--- config.mk ---
export PLATFORM = sky130hd
export DESIGN_NAME = clk_div_bank_flat
export DESIGN_NICKNAME = d
export VERILOG_FILES = /design/src/rtl/clk_div_pkg.sv /design/src/rtl/clk_div_bank_if.sv /design/src/rtl/clk_div_chan.sv /design/src/rtl/clk_div_bank.sv /design/src/flat_wrapper.sv
export SDC_FILE = /design/constraint.sdc
export NUM_CORES = 1
export LEC_CHECK = 0
export ABC_AREA = 1
export BUFFER_PORTS_ARGS = -buffer_cell sky130_fd_sc_hd__buf_2
export CORE_ASPECT_RATIO = 0.9
export CORE_UTILIZATION = 31
export DETAILED_ROUTE_END_ITERATION = 8
export GPL_ROUTABILITY_DRIVEN = 0
export RECOVER_POWER = 50
export SLEW_MARGIN = 10
export SYNTH_ARGS = -nofsm -noshare
export SYNTH_HDL_FRONTEND = slang
export SYNTH_SLANG_ARGS = --single-unit
--- constraint.sdc ---
create_clock -name i_clk -period 7.15 [get_ports i_clk]
set_clock_uncertainty 0.15 [all_clocks]
set_input_delay 0.3575 -clock i_clk [delete_from_list [all_inputs] [get_ports i_clk]]
set_output_delay 0.3575 -clock i_clk [all_outputs]
set_load 0.02 [all_outputs]
--- src/rtl/clk_div_pkg.sv ---
// Shared constants, channel state encoding and divisor arithmetic for the clock divider bank.
package clk_div_pkg;

  localparam int NUM_CH = 8;
  localparam int CH_W   = 3;
  localparam int DIV_W  = 16;

  typedef enum logic [1:0] {
    ST_OFF  = 2'd0,
    ST_HIGH = 2'd1,
    ST_LOW  = 2'd2
  } chan_state_e;

  // Divisors below 2 cannot form a high and a low phase, so they run as 2.
  function automatic logic [DIV_W-1:0] div_clamp(input logic [DIV_W-1:0] n);
    if (n < 16'd2) begin
      div_clamp = 16'd2;
    end else begin
      div_clamp = n;
    end
  endfunction

  function automatic logic [DIV_W-1:0] div_high(input logic [DIV_W-1:0] n);
    logic [DIV_W-1:0] c;
    c        = div_clamp(n);
    div_high = {1'b0, c[DIV_W-1:1]};
  endfunction

  // Odd divisors put the extra cycle in the low phase.
  function automatic logic [DIV_W-1:0] div_low(input logic [DIV_W-1:0] n);
    div_low = div_clamp(n) - div_high(n);
  endfunction

endpackage

--- src/rtl/clk_div_bank_if.sv ---
// Divisor configuration handshake between a register master and the clock divider bank.
interface clk_div_bank_if;

  logic                          i_cfg_vld;
  logic [clk_div_pkg::CH_W-1:0]  i_cfg_ch;
  logic [clk_div_pkg::DIV_W-1:0] i_cfg_div;
  logic                          o_cfg_rdy;

  modport master (
    output i_cfg_vld,
    output i_cfg_ch,
    output i_cfg_div,
    input  o_cfg_rdy
  );

  modport slave (
    input  i_cfg_vld,
    input  i_cfg_ch,
    input  i_cfg_div,
    output o_cfg_rdy
  );

endinterface

--- src/rtl/clk_div_chan.sv ---
// One divider channel: OFF/HIGH/LOW FSM, phase counter, shadow divisor and enable sequencing.
// Build option CLK_DIV_SYNC_EN adds the i_sync phase-realign path.
module clk_div_chan
  import clk_div_pkg::*;
#(
  parameter logic [DIV_W-1:0] DIV_RST = 16'd2
) (
  input  logic             i_clk,
  input  logic             i_rst_n,
  input  logic             i_en,
  input  logic             i_sync,
  input  logic             i_wr,
  input  logic [DIV_W-1:0] i_wr_div,
  output logic             o_clk,
  output logic             o_busy,
  output logic             o_pending
);

  chan_state_e      r_state;
  chan_state_e      w_state_nxt;
  logic [DIV_W-1:0] r_cnt;
  logic [DIV_W-1:0] w_cnt_nxt;
  logic [DIV_W-1:0] r_div;
  logic [DIV_W-1:0] w_div_nxt;
  logic [DIV_W-1:0] r_shadow;
  logic [DIV_W-1:0] w_shadow_nxt;
  logic [DIV_W-1:0] w_div_new;
  logic             r_pending;
  logic             w_pending_nxt;
  logic             r_clk;
  logic             r_busy;
  logic             w_sync;
  logic             w_cnt_zero;

`ifdef CLK_DIV_SYNC_EN
  assign w_sync = i_sync & i_en;
`else
  logic w_unused_sync;
  assign w_unused_sync = i_sync;
  assign w_sync        = 1'b0;
`endif

  // A fresh period always starts from the pending divisor if one is waiting.
  assign w_div_new  = r_pending ? r_shadow : r_div;
  assign w_cnt_zero = (r_cnt == {DIV_W{1'b0}});

  // Next-state, counter reload and divisor hand-over.
  always_comb begin
    w_state_nxt   = r_state;
    w_cnt_nxt     = r_cnt;
    w_div_nxt     = r_div;
    w_shadow_nxt  = r_shadow;
    w_pending_nxt = r_pending;
    if (w_sync) begin
      w_state_nxt   = ST_HIGH;
      w_cnt_nxt     = div_high(w_div_new) - DIV_W'(1);
      w_div_nxt     = w_div_new;
      w_pending_nxt = 1'b0;
    end else begin
      case (r_state)
        ST_OFF: begin
          w_div_nxt     = w_div_new;
          w_pending_nxt = 1'b0;
          if (i_en) begin
            w_state_nxt = ST_HIGH;
            w_cnt_nxt   = div_high(w_div_new) - DIV_W'(1);
          end else begin
            w_state_nxt = ST_OFF;
            w_cnt_nxt   = {DIV_W{1'b0}};
          end
        end
        ST_HIGH: begin
          if (w_cnt_zero) begin
            w_state_nxt = ST_LOW;
            w_cnt_nxt   = div_low(r_div) - DIV_W'(1);
          end else begin
            w_cnt_nxt   = r_cnt - DIV_W'(1);
          end
        end
        ST_LOW: begin
          if (!w_cnt_zero) begin
            w_cnt_nxt = r_cnt - DIV_W'(1);
          end else if (i_en) begin
            w_state_nxt   = ST_HIGH;
            w_cnt_nxt     = div_high(w_div_new) - DIV_W'(1);
            w_div_nxt     = w_div_new;
            w_pending_nxt = 1'b0;
          end else begin
            w_state_nxt = ST_OFF;
            w_cnt_nxt   = {DIV_W{1'b0}};
          end
        end
        default: begin
          w_state_nxt = ST_OFF;
          w_cnt_nxt   = {DIV_W{1'b0}};
        end
      endcase
    end
    // Writes only arrive while nothing is pending, so they never collide with an apply.
    if (i_wr) begin
      w_shadow_nxt  = i_wr_div;
      w_pending_nxt = 1'b1;
    end else begin
      w_shadow_nxt  = w_shadow_nxt;
    end
  end

  // Channel state and registered outputs.
  always_ff @(posedge i_clk or negedge i_rst_n) begin
    if (!i_rst_n) begin
      r_state   <= ST_OFF;
      r_cnt     <= {DIV_W{1'b0}};
      r_div     <= DIV_RST;
      r_shadow  <= DIV_RST;
      r_pending <= 1'b0;
      r_clk     <= 1'b0;
      r_busy    <= 1'b0;
    end else begin
      r_state   <= w_state_nxt;
      r_cnt     <= w_cnt_nxt;
      r_div     <= w_div_nxt;
      r_shadow  <= w_shadow_nxt;
      r_pending <= w_pending_nxt;
      r_clk     <= (w_state_nxt == ST_HIGH);
      r_busy    <= (w_state_nxt != ST_OFF);
    end
  end

  assign o_clk     = r_clk;
  assign o_busy    = r_busy;
  assign o_pending = r_pending;

endmodule

--- src/rtl/clk_div_bank.sv ---
// Bank of 8 programmable glitch-free clock dividers feeding the 8:1 clock select mux.
// Build option CLK_DIV_SYNC_EN enables the i_sync phase-realign pulse.
module clk_div_bank
  import clk_div_pkg::*;
#(
  parameter int unsigned DIV_RST = 32'd2
) (
  input  logic              i_clk,
  input  logic              i_rst_n,
  input  logic [NUM_CH-1:0] i_en,
  clk_div_bank_if.slave     cfg_if,
  input  logic              i_sync,
  output logic [NUM_CH-1:0] o_clk_div,
  output logic [NUM_CH-1:0] o_busy
);

  logic [NUM_CH-1:0] w_pending;
  logic [NUM_CH-1:0] w_wr;
  logic              w_accept;

  // Ready is per channel: a busy shadow on one channel never stalls writes to another.
  assign cfg_if.o_cfg_rdy = ~w_pending[cfg_if.i_cfg_ch];
  assign w_accept         = cfg_if.i_cfg_vld & ~w_pending[cfg_if.i_cfg_ch];

  for (genvar k = 0; k < NUM_CH; k++) begin : g_ch
    assign w_wr[k] = w_accept & (cfg_if.i_cfg_ch == CH_W'(k));

    clk_div_chan #(
      .DIV_RST (DIV_W'(DIV_RST))
    ) u_chan (
      .i_clk     (i_clk),
      .i_rst_n   (i_rst_n),
      .i_en      (i_en[k]),
      .i_sync    (i_sync),
      .i_wr      (w_wr[k]),
      .i_wr_div  (cfg_if.i_cfg_div),
      .o_clk     (o_clk_div[k]),
      .o_busy    (o_busy[k]),
      .o_pending (w_pending[k])
    );
  end

endmodule

--- src/flat_wrapper.sv ---
// flat-port wrapper written by rule: the top's interface ports become plain ports
module clk_div_bank_flat import clk_div_pkg::*;
#(
  parameter int unsigned DIV_RST = 32'd2
)
  (i_clk, i_rst_n, i_en, i_sync, o_clk_div, o_busy, cfg_if_i_cfg_vld, cfg_if_i_cfg_ch, cfg_if_i_cfg_div, cfg_if_o_cfg_rdy);
  clk_div_bank_if cfg_if_i ();
  input  logic i_clk;
  input  logic i_rst_n;
  input  logic [NUM_CH-1:0] i_en;
  input  logic i_sync;
  output logic [NUM_CH-1:0] o_clk_div;
  output logic [NUM_CH-1:0] o_busy;
  input wire logic [$bits(cfg_if_i.i_cfg_vld)-1:0] cfg_if_i_cfg_vld;
  input wire logic [$bits(cfg_if_i.i_cfg_ch)-1:0] cfg_if_i_cfg_ch;
  input wire logic [$bits(cfg_if_i.i_cfg_div)-1:0] cfg_if_i_cfg_div;
  output wire logic [$bits(cfg_if_i.o_cfg_rdy)-1:0] cfg_if_o_cfg_rdy;
  assign cfg_if_i.i_cfg_vld = cfg_if_i_cfg_vld;
  assign cfg_if_i.i_cfg_ch = cfg_if_i_cfg_ch;
  assign cfg_if_i.i_cfg_div = cfg_if_i_cfg_div;
  assign cfg_if_o_cfg_rdy = cfg_if_i.o_cfg_rdy;
  clk_div_bank #(.DIV_RST(DIV_RST)) u_core (.i_clk(i_clk), .i_rst_n(i_rst_n), .i_en(i_en), .cfg_if(cfg_if_i), .i_sync(i_sync), .o_clk_div(o_clk_div), .o_busy(o_busy));
endmodule
==> run summary, run 1 <==
share of the clock period used by the worst path: 55.7%
via/cell ratio: 5.04
post-synth top area share: 31.4%
pwr dens: 532 nW/um2
leading post-synthesis cells by cell area: dfrtp_1 (31%), nand2_1 (15%), inv_1 (7.1%)
vertical extent of the die: 309 um
average size of a mapped cell: 6.64 um2
WP buf/inv: 3
number of buffers on the longest clock path: 3
run status: finished, violations left
global-route wire length before repair: 156,000 um
number of pins exceeding their max-slew limit in the final report: 162
via count of the first global-routing pass: 29,600
peak supply drop: 0.000295 V
count of different cell masters after synthesis: 59
source-to-sink clock delay at the later pin of the worst-skew pair: 0.63 ns
Root Buffer Master: clkbuf_16
worst path required time: 7.03 ns
ys flop type: dfrtp_1
Hold WC Path Type: input pin to register
peak clock frequency supported by timing: 251 MHz
switching power: 9.77 mW
number of warnings reported in the yosys synthesis log: 0
family with the most delay on the worst path: buffers and inverters
Worst setup EP type: async pin
portion of total power attributed to sequential cells: 22.3%
total core area: 104,000 um2
number of design rule violations left after detail routing: 0
transition time at the pin with the least slew margin: 3.10 ns
Fin Setup TNS: 0 ns
number of instances in the synthesized netlist: 4,903
number of CTS-inserted buffers: 50
1st-pass router iterations: 6
sequential share of the synthesized area: 32.7%
Worst path slowest cell: clkbuf_1
Relative slew margins: -106%
pin count of the biggest net entering global routing: 172
clock tree from TritonCTS: done
maximum capacitance violations: 2
net count of the mapped netlist: 5,086
Routed wire per std cell: 15.4 um
fraction of registers with async set/reset: 100%
final critical delay including setup and external delays: 3.98 ns
internal power: 9.08 mW
switching share of total power: 51.8%
starting density of the core: 31.3%
leakage power: 17.3 nW
placed instance area: 33,600 um2
placed wire-length estimate: 73,200 um
depth of the CTS H-tree: 2
Critical Path AT: 3.86 ns
all-layer global routing usage: 18.0%
std cell rows: 112
Critical Path, Cell by Cell: dlygate4sd3_1 > buf_8 > clkbuf_1
die outline width: 344 um
Worst Setup Start Kind: input pin
crit path kind: input pin to async pin
RSZ-0062 raised after global routing: no
antenna cell count: 0
final layout net count: 4,991
residual overflow from global routing: 0
number of clock sinks: 424
count of final setup violators: 0
initial antenna violation count: 4
number of top-level pins: 48
fin util: 34.1%
area growth from synthesis to layout: 8.83%
summed area of non-filler cells in the final layout: 35,400 um2
failing checks: capacitance limit, slew limit
part of the power in the clock network: 14.0%
Fin. Hold Viols: 0
IO buf count: 46
number of synthesized register bits: 424
final routed wirelength across all metal layers: 95,700 um
area of the mapped netlist: 32,500 um2
share of cells above drive strength 1: 4.50%
EDFF count, synth: 0
clock transition at the registers of the reported paths: 0.07 ns
Worst Path Max Fanout: 96
remaining number of nets flagged by the antenna check after routing: 0
initial drt markers: 2,827
combinational fraction of design power: 63.7%
routed vias: 31,400
biggest area consumer among synthesized cells: dfrtp_1
DIE AREA: 106,000 um2
largest incremental delay on the critical path: 2.23 ns
==> path summary, 6_finish.rpt <==
check	cells past startpoint	startpoint	endpoint	slack, ns
max	3	i_rst_n	u_core.g_ch[3].u_chan.r_cnt[11]	3.17
min	3	i_en[5]	u_core.g_ch[5].u_chan.r_cnt[5]	0.04
max reg2reg	20	u_core.g_ch[5].u_chan.o_pending	u_core.g_ch[5].u_chan.r_cnt[10]	3.39
min reg2reg	2	u_core.g_ch[1].u_chan.r_shadow[9]	u_core.g_ch[1].u_chan.r_shadow[9]	0.34
max in group i_clk	20	u_core.g_ch[5].u_chan.o_pending	u_core.g_ch[5].u_chan.r_cnt[10]	3.39
min in group asynchronous	2	i_rst_n	u_core.g_ch[7].u_chan.o_busy	0.20
==> logic make-up (layout without fill, tap and decap cells) <==
group	count (synthesis)	after routing	share of synthesized area, %
DFF	424	424	32.7
xor gates and xnor gates	149	149	4.01
buffers and inverters	850	796	10.4
AOI/OAI and AO/OA	882	882	15.1
adders and majority gates	152	152	6.03
and+or+nand+nor	2446	2446	31.8
==> what timing repair did <==
action                                 in CTS  in global routing
hold buffers                               17                  0
buffers inserted                            0                  0
gates resized for setup                     0                  0
endpoints found under the hold margin     130                  0
==> worst register-to-register path, cell delays in order, from the launching register on <==
cell and delay [ns]:
dfrtp_1 0.95, inv_1 0.40, nand2_1 0.14, nand2_1 0.13, nor2_1 0.20, nand2_1 0.08
nor2_1 0.17, nand2_2 0.13, nand2_1 0.11, inv_1 0.11, ha_1 0.21, nand2_1 0.08
nor2_1 0.07, nand2_1 0.19, nor2_1 0.10, nor2_1 0.09, nor2_1 0.06, nand2_1 0.07
nand2_1 0.05, nand3_1 0.07, nand3_1 0.08
==> per-layer routing <==
layer,share of wire (%),wire length (um),vias up,global-route usage [%]
li1,-,-,15800,-
met1,49,46800,14600,26.4
met2,44,41600,831,28.0
met3,5.8,5550,112,2.14
met4,1.7,1630,4,3.67
met5,0.030,29,-,0
==> layout by cell type (no fill, tap or decap), types with 6 or more instances in the layout <==
cell type	netlist	routed
nand3_2	6	6
fa_1	8	8
o22ai_1	13	13
nand4_1	120	120
nor2_1	459	459
nor2_2	13	13
a21o_1	10	10
o21bai_1	25	25
o21ai_1	62	60
nor3_1	44	44
o21ai_2	11	13
xnor2_1	50	50
inv_1	617	617
buf_4	23	10
dlygate4sd3_1	0	17
dfstp_2	16	16
clkinv_2	0	9
o31ai_1	8	8
dfrtp_1	408	408
buf_2	37	29
clkbuf_8	0	10
a21oi_1	191	188
o211ai_1	46	46
nand2_1	1315	1315
ha_1	144	144
o21a_1	12	12
nand3_1	425	425
a31oi_1	8	8
xor2_1	99	99
o21ai_0	447	447
nor4_1	13	13
clkbuf_16	0	51
inv_2	8	8
a21boi_0	12	12
clkbuf_1	151	26
or2_2	18	18
nand3b_1	11	11
o221ai_1	21	21
nand2_2	6	6
==> stage by stage <==
step	instances	setup slack [ns]	total power, mW	hold WS, ns
floorplan	4903	4.24	13.4	-0.0881
global placement	6107	3.49	15.9	0.301
detailed placement	6107	3.44	16.0	0.316
CTS	6217	3.45	18.8	0.00120
global route	6217	2.46	20.9	0.0333
finish	6217	3.17	18.9	0.0383
==> cell usage after synthesis (16+ instances only) <==
cell      instances
dfstp_2          16
xnor2_1          50
o21ai_0         447
nand4_1         120
buf_4            23
o21ai_1          62
buf_2            37
xor2_1           99
inv_1           617
o221ai_1         21
ha_1            144
clkbuf_1        151
nand2_1        1315
or2_2            18
nand3_1         425
o211ai_1         46
a21oi_1         191
nor3_1           44
o21bai_1         25
dfrtp_1         408
nor2_1          459
==> sequential cells by signal, indices dropped and copies added, names as in the netlist, named ones only <==
signal / flops
u_core.g_ch.u_chan.r_cnt: 128
u_core.g_ch.u_chan.r_shadow: 128
u_core.g_ch.u_chan.r_div: 120
u_core.g_ch.u_chan.r_state: 16
u_core.g_ch.u_chan.o_busy: 8
u_core.g_ch.u_chan.o_clk: 8
u_core.g_ch.u_chan.o_pending: 8
==> power groups by stage <==
stage / sequential, mW / clock (mW) / combinational [mW]
floorplan: 3.89 / 0 / 9.49
global placement: 4.21 / 0 / 11.7
finish: 4.20 / 2.64 / 12.0
global route: 4.34 / 2.80 / 13.7
detailed placement: 4.22 / 0 / 11.8
CTS: 4.19 / 2.71 / 11.9
==> layout make-up <==
class,instances,area [um2]
fillers,11200,68400
multi-input cells,3629,18500
flip-flops and latches,424,10600
inverters,627,2360
well taps,1368,1710
clock buffers,70,1450
repair buffers,76,494
clock inverters,23,241
No activity file was read; power rests on OpenSTA's default activity.
==> inputs of run 2 (changes only) <==
Clock period 7.15 ns to 3.9 ns, I/O delays scaled along.
==> run 2 against run 1 <==
The flow still finishes with violations (capacitance limit, slew limit); worst hold slack better by 0.021 ns; register-to-register slack worse by 3.0 ns; critical endpoint is now u_core.g_ch[5].u_chan.r_cnt[10]; power up 87%; core utilization up 0.62 points; setup slack worse by 2.8 ns; count of clock-buffer cells in the layout up 2; final cell count up 1.1%; sequential share of layout area down 0.53 points; die area unchanged.
==> run summary, run 2 (synthesis results as in run 1) <==
Critical Path AT: 3.91 ns
peak clock frequency supported by timing: 284 MHz
share of cells above drive strength 1: 5.80%
switching power: 18.1 mW
post-layout worst setup margin: 0.383 ns
std cell rows: 112
routed vias: 31,800
die outline width: 344 um
Hold WC Path Type: input pin to register
worst hold slack: 0.0595 ns
number of buffers on the longest clock path: 3
1st-pass router iterations: 6
part of the power in the clock network: 14.4%
family with the most delay on the worst path: simple AND/OR/NAND/NOR gates
cells on worst reg2reg path: 17
IO buf count: 46
number of CTS-inserted buffers: 51
hold endpoint: u_core.g_ch[3].u_chan.r_shadow[7]
share of the clock period used by the worst path: 90.2%
Worst path slowest cell: fa_1
clock transition at the registers of the reported paths: 0.07 ns
peak supply drop: 0.000578 V
depth of the CTS H-tree: 2
Critical Path, Cell by Cell: nor2_1 > inv_1 > nor3_1 > nand4_1 > inv_1 > nor2_1 > ha_1 > fa_1 > nand3_1 > nand2_1 > a21boi_0 > o21ai_0 > nand2_1 > inv_1 > o21ai_0 > nand3_1 > nand3_1
switching share of total power: 51.4%
Worst Path Max Fanout: 5
worst path required time: 4.30 ns
fin util: 34.7%
WP buf/inv: 3
most frequent cells in the layout: nand2_1 (1,315), inv_1 (617), nor2_1 (458)
initial antenna violation count: 8
Fin. Hold Viols: 0
Routed wire per std cell: 15.4 um
via count of the first global-routing pass: 30,400
vertical extent of the die: 309 um
number of pins exceeding their max-slew limit in the final report: 98
Min-Delay Startpoint: cfg_if_i_cfg_div[7]
initial drt markers: 2,642
starting density of the core: 31.3%
largest incremental delay on the critical path: 0.42 ns
leakage power: 17.6 nW
DP Worst Slack: 0.436 ns
flop2flop setup slack: 0.38 ns
combinational fraction of design power: 63.9%
area growth from synthesis to layout: 10.8%
Worst Setup Start Kind: register
worst hold path depth: 3
largest registers: u_core.g_ch.u_chan.r_cnt: 128 flops, u_core.g_ch.u_chan.r_shadow: 128 flops, u_core.g_ch.u_chan.r_div: 120 flops
all-layer global routing usage: 18.3%
Relative slew margins: -88.3%
final critical delay including setup and external delays: 3.52 ns
maximum capacitance violations: 1
internal power: 17.2 mW
remaining number of nets flagged by the antenna check after routing: 0
Worst setup EP type: register
number of design rule violations left after detail routing: 0
run status: finished, violations left
number of clock sinks: 424
count of final setup violators: 0
post-CTS setup buffer count: 0
portion of total power attributed to sequential cells: 21.7%
DIE AREA: 106,000 um2
source-to-sink clock delay at the later pin of the worst-skew pair: 0.65 ns
launch instance of the worst register-to-register path: u_core.g_ch[5].u_chan.r_div[2]
final routed wirelength across all metal layers: 96,900 um
crit path kind: register to register
failing checks: capacitance limit, slew limit
pwr dens: 979 nW/um2
residual overflow from global routing: 0
global-route wire length before repair: 159,000 um
via/cell ratio: 5.06
Root Buffer Master: clkbuf_16
Reg2Reg Capture Point: u_core.g_ch[5].u_chan.r_cnt[10]
RSZ-0062 raised after global routing: no
Fin Setup TNS: 0 ns
placed wire-length estimate: 75,100 um
transition time at the pin with the least slew margin: 2.82 ns
number of top-level pins: 48
clock tree from TritonCTS: done
PnR Total Power: 35.3 mW
total core area: 104,000 um2
pin count of the biggest net entering global routing: 102
final layout net count: 5,058
commonest non-fill, non-tap cell in the layout: nand2_1
run 2: cell types whose count changed in the layout (fill, tap and decap cells not counted), moves of 2 or more:
cell / delta
dlygate4sd3_1: +10
clkinv_2: -2
buf_12: +3
clkbuf_2: +4
buf_2: +8
bufinv_16: +2
buf_4: +50
clkinv_4: -3
clkbuf_8: +2
clkbuf_1: -9
run 2: layer usage:
metal	global-route usage, %	vias to the layer above	wire, um
met1	26.2	14900	46300
li1	-	15900	-
met2	29.0	864	42700
met3	2.38	140	5810
met5	0	-	45
met4	4.28	6	2070
run 2: final cells by class:
class | count | area, um2
multi-input combinational | 3629 | 18500
inverter | 627 | 2360
antenna | 1 | 2.50
tap | 1368 | 1710
clock buffer | 72 | 1480
clock inverter | 22 | 297
sequential | 424 | 10600
fill | 11200 | 67800
timing repair buffer | 142 | 1050
run 2: power by group through the flow:
stage | sequential [mW] | clock, mW | combinational, mW
after CTS | 7.64 | 5.23 | 22.3
final | 7.65 | 5.08 | 22.6
after detailed placement | 7.70 | 0 | 22.2
after global routing | 7.89 | 5.40 | 25.8
after floorplan | 7.14 | 0 | 17.4
after global placement | 7.67 | 0 | 22.0
run 2: tightest hold or removal path, delay by kind of cell:
kind	cells	cell delay, ns
buf+inv	2	0.38
compound gates	1	0.24
run 2: worst max-delay path by stage:
stage	from	end	cells after the start
2_1_floorplan	u_core.g_ch[1].u_chan.r_div[15]	u_core.g_ch[1].u_chan.r_cnt[10]	18
4_1_cts	u_core.g_ch[6].u_chan.r_div[4]	u_core.g_ch[6].u_chan.r_cnt[10]	17
3_5_place_dp	u_core.g_ch[6].u_chan.r_div[4]	u_core.g_ch[6].u_chan.r_cnt[10]	17
3_3_place_gp	u_core.g_ch[5].u_chan.r_div[6]	u_core.g_ch[5].u_chan.r_cnt[10]	17
6_report	u_core.g_ch[5].u_chan.r_div[2]	u_core.g_ch[5].u_chan.r_cnt[10]	17
5_1_grt	u_core.g_ch[2].u_chan.r_div[15]	u_core.g_ch[2].u_chan.r_cnt[10]	18
run 2: metrics by stage:
stage,instances,area (um2)
6_report,6285,36100
5_1_grt,6284,36100
4_1_cts,6284,36100
3_5_place_dp,6163,34100
3_3_place_gp,6163,34100
2_1_floorplan,4903,32500
run 2: what timing repair did:
action	in CTS	in global routing
hold buffers	27	0
setup endpoints to repair	0	1
hold endpoints to repair	233	0
gates resized for setup	0	1
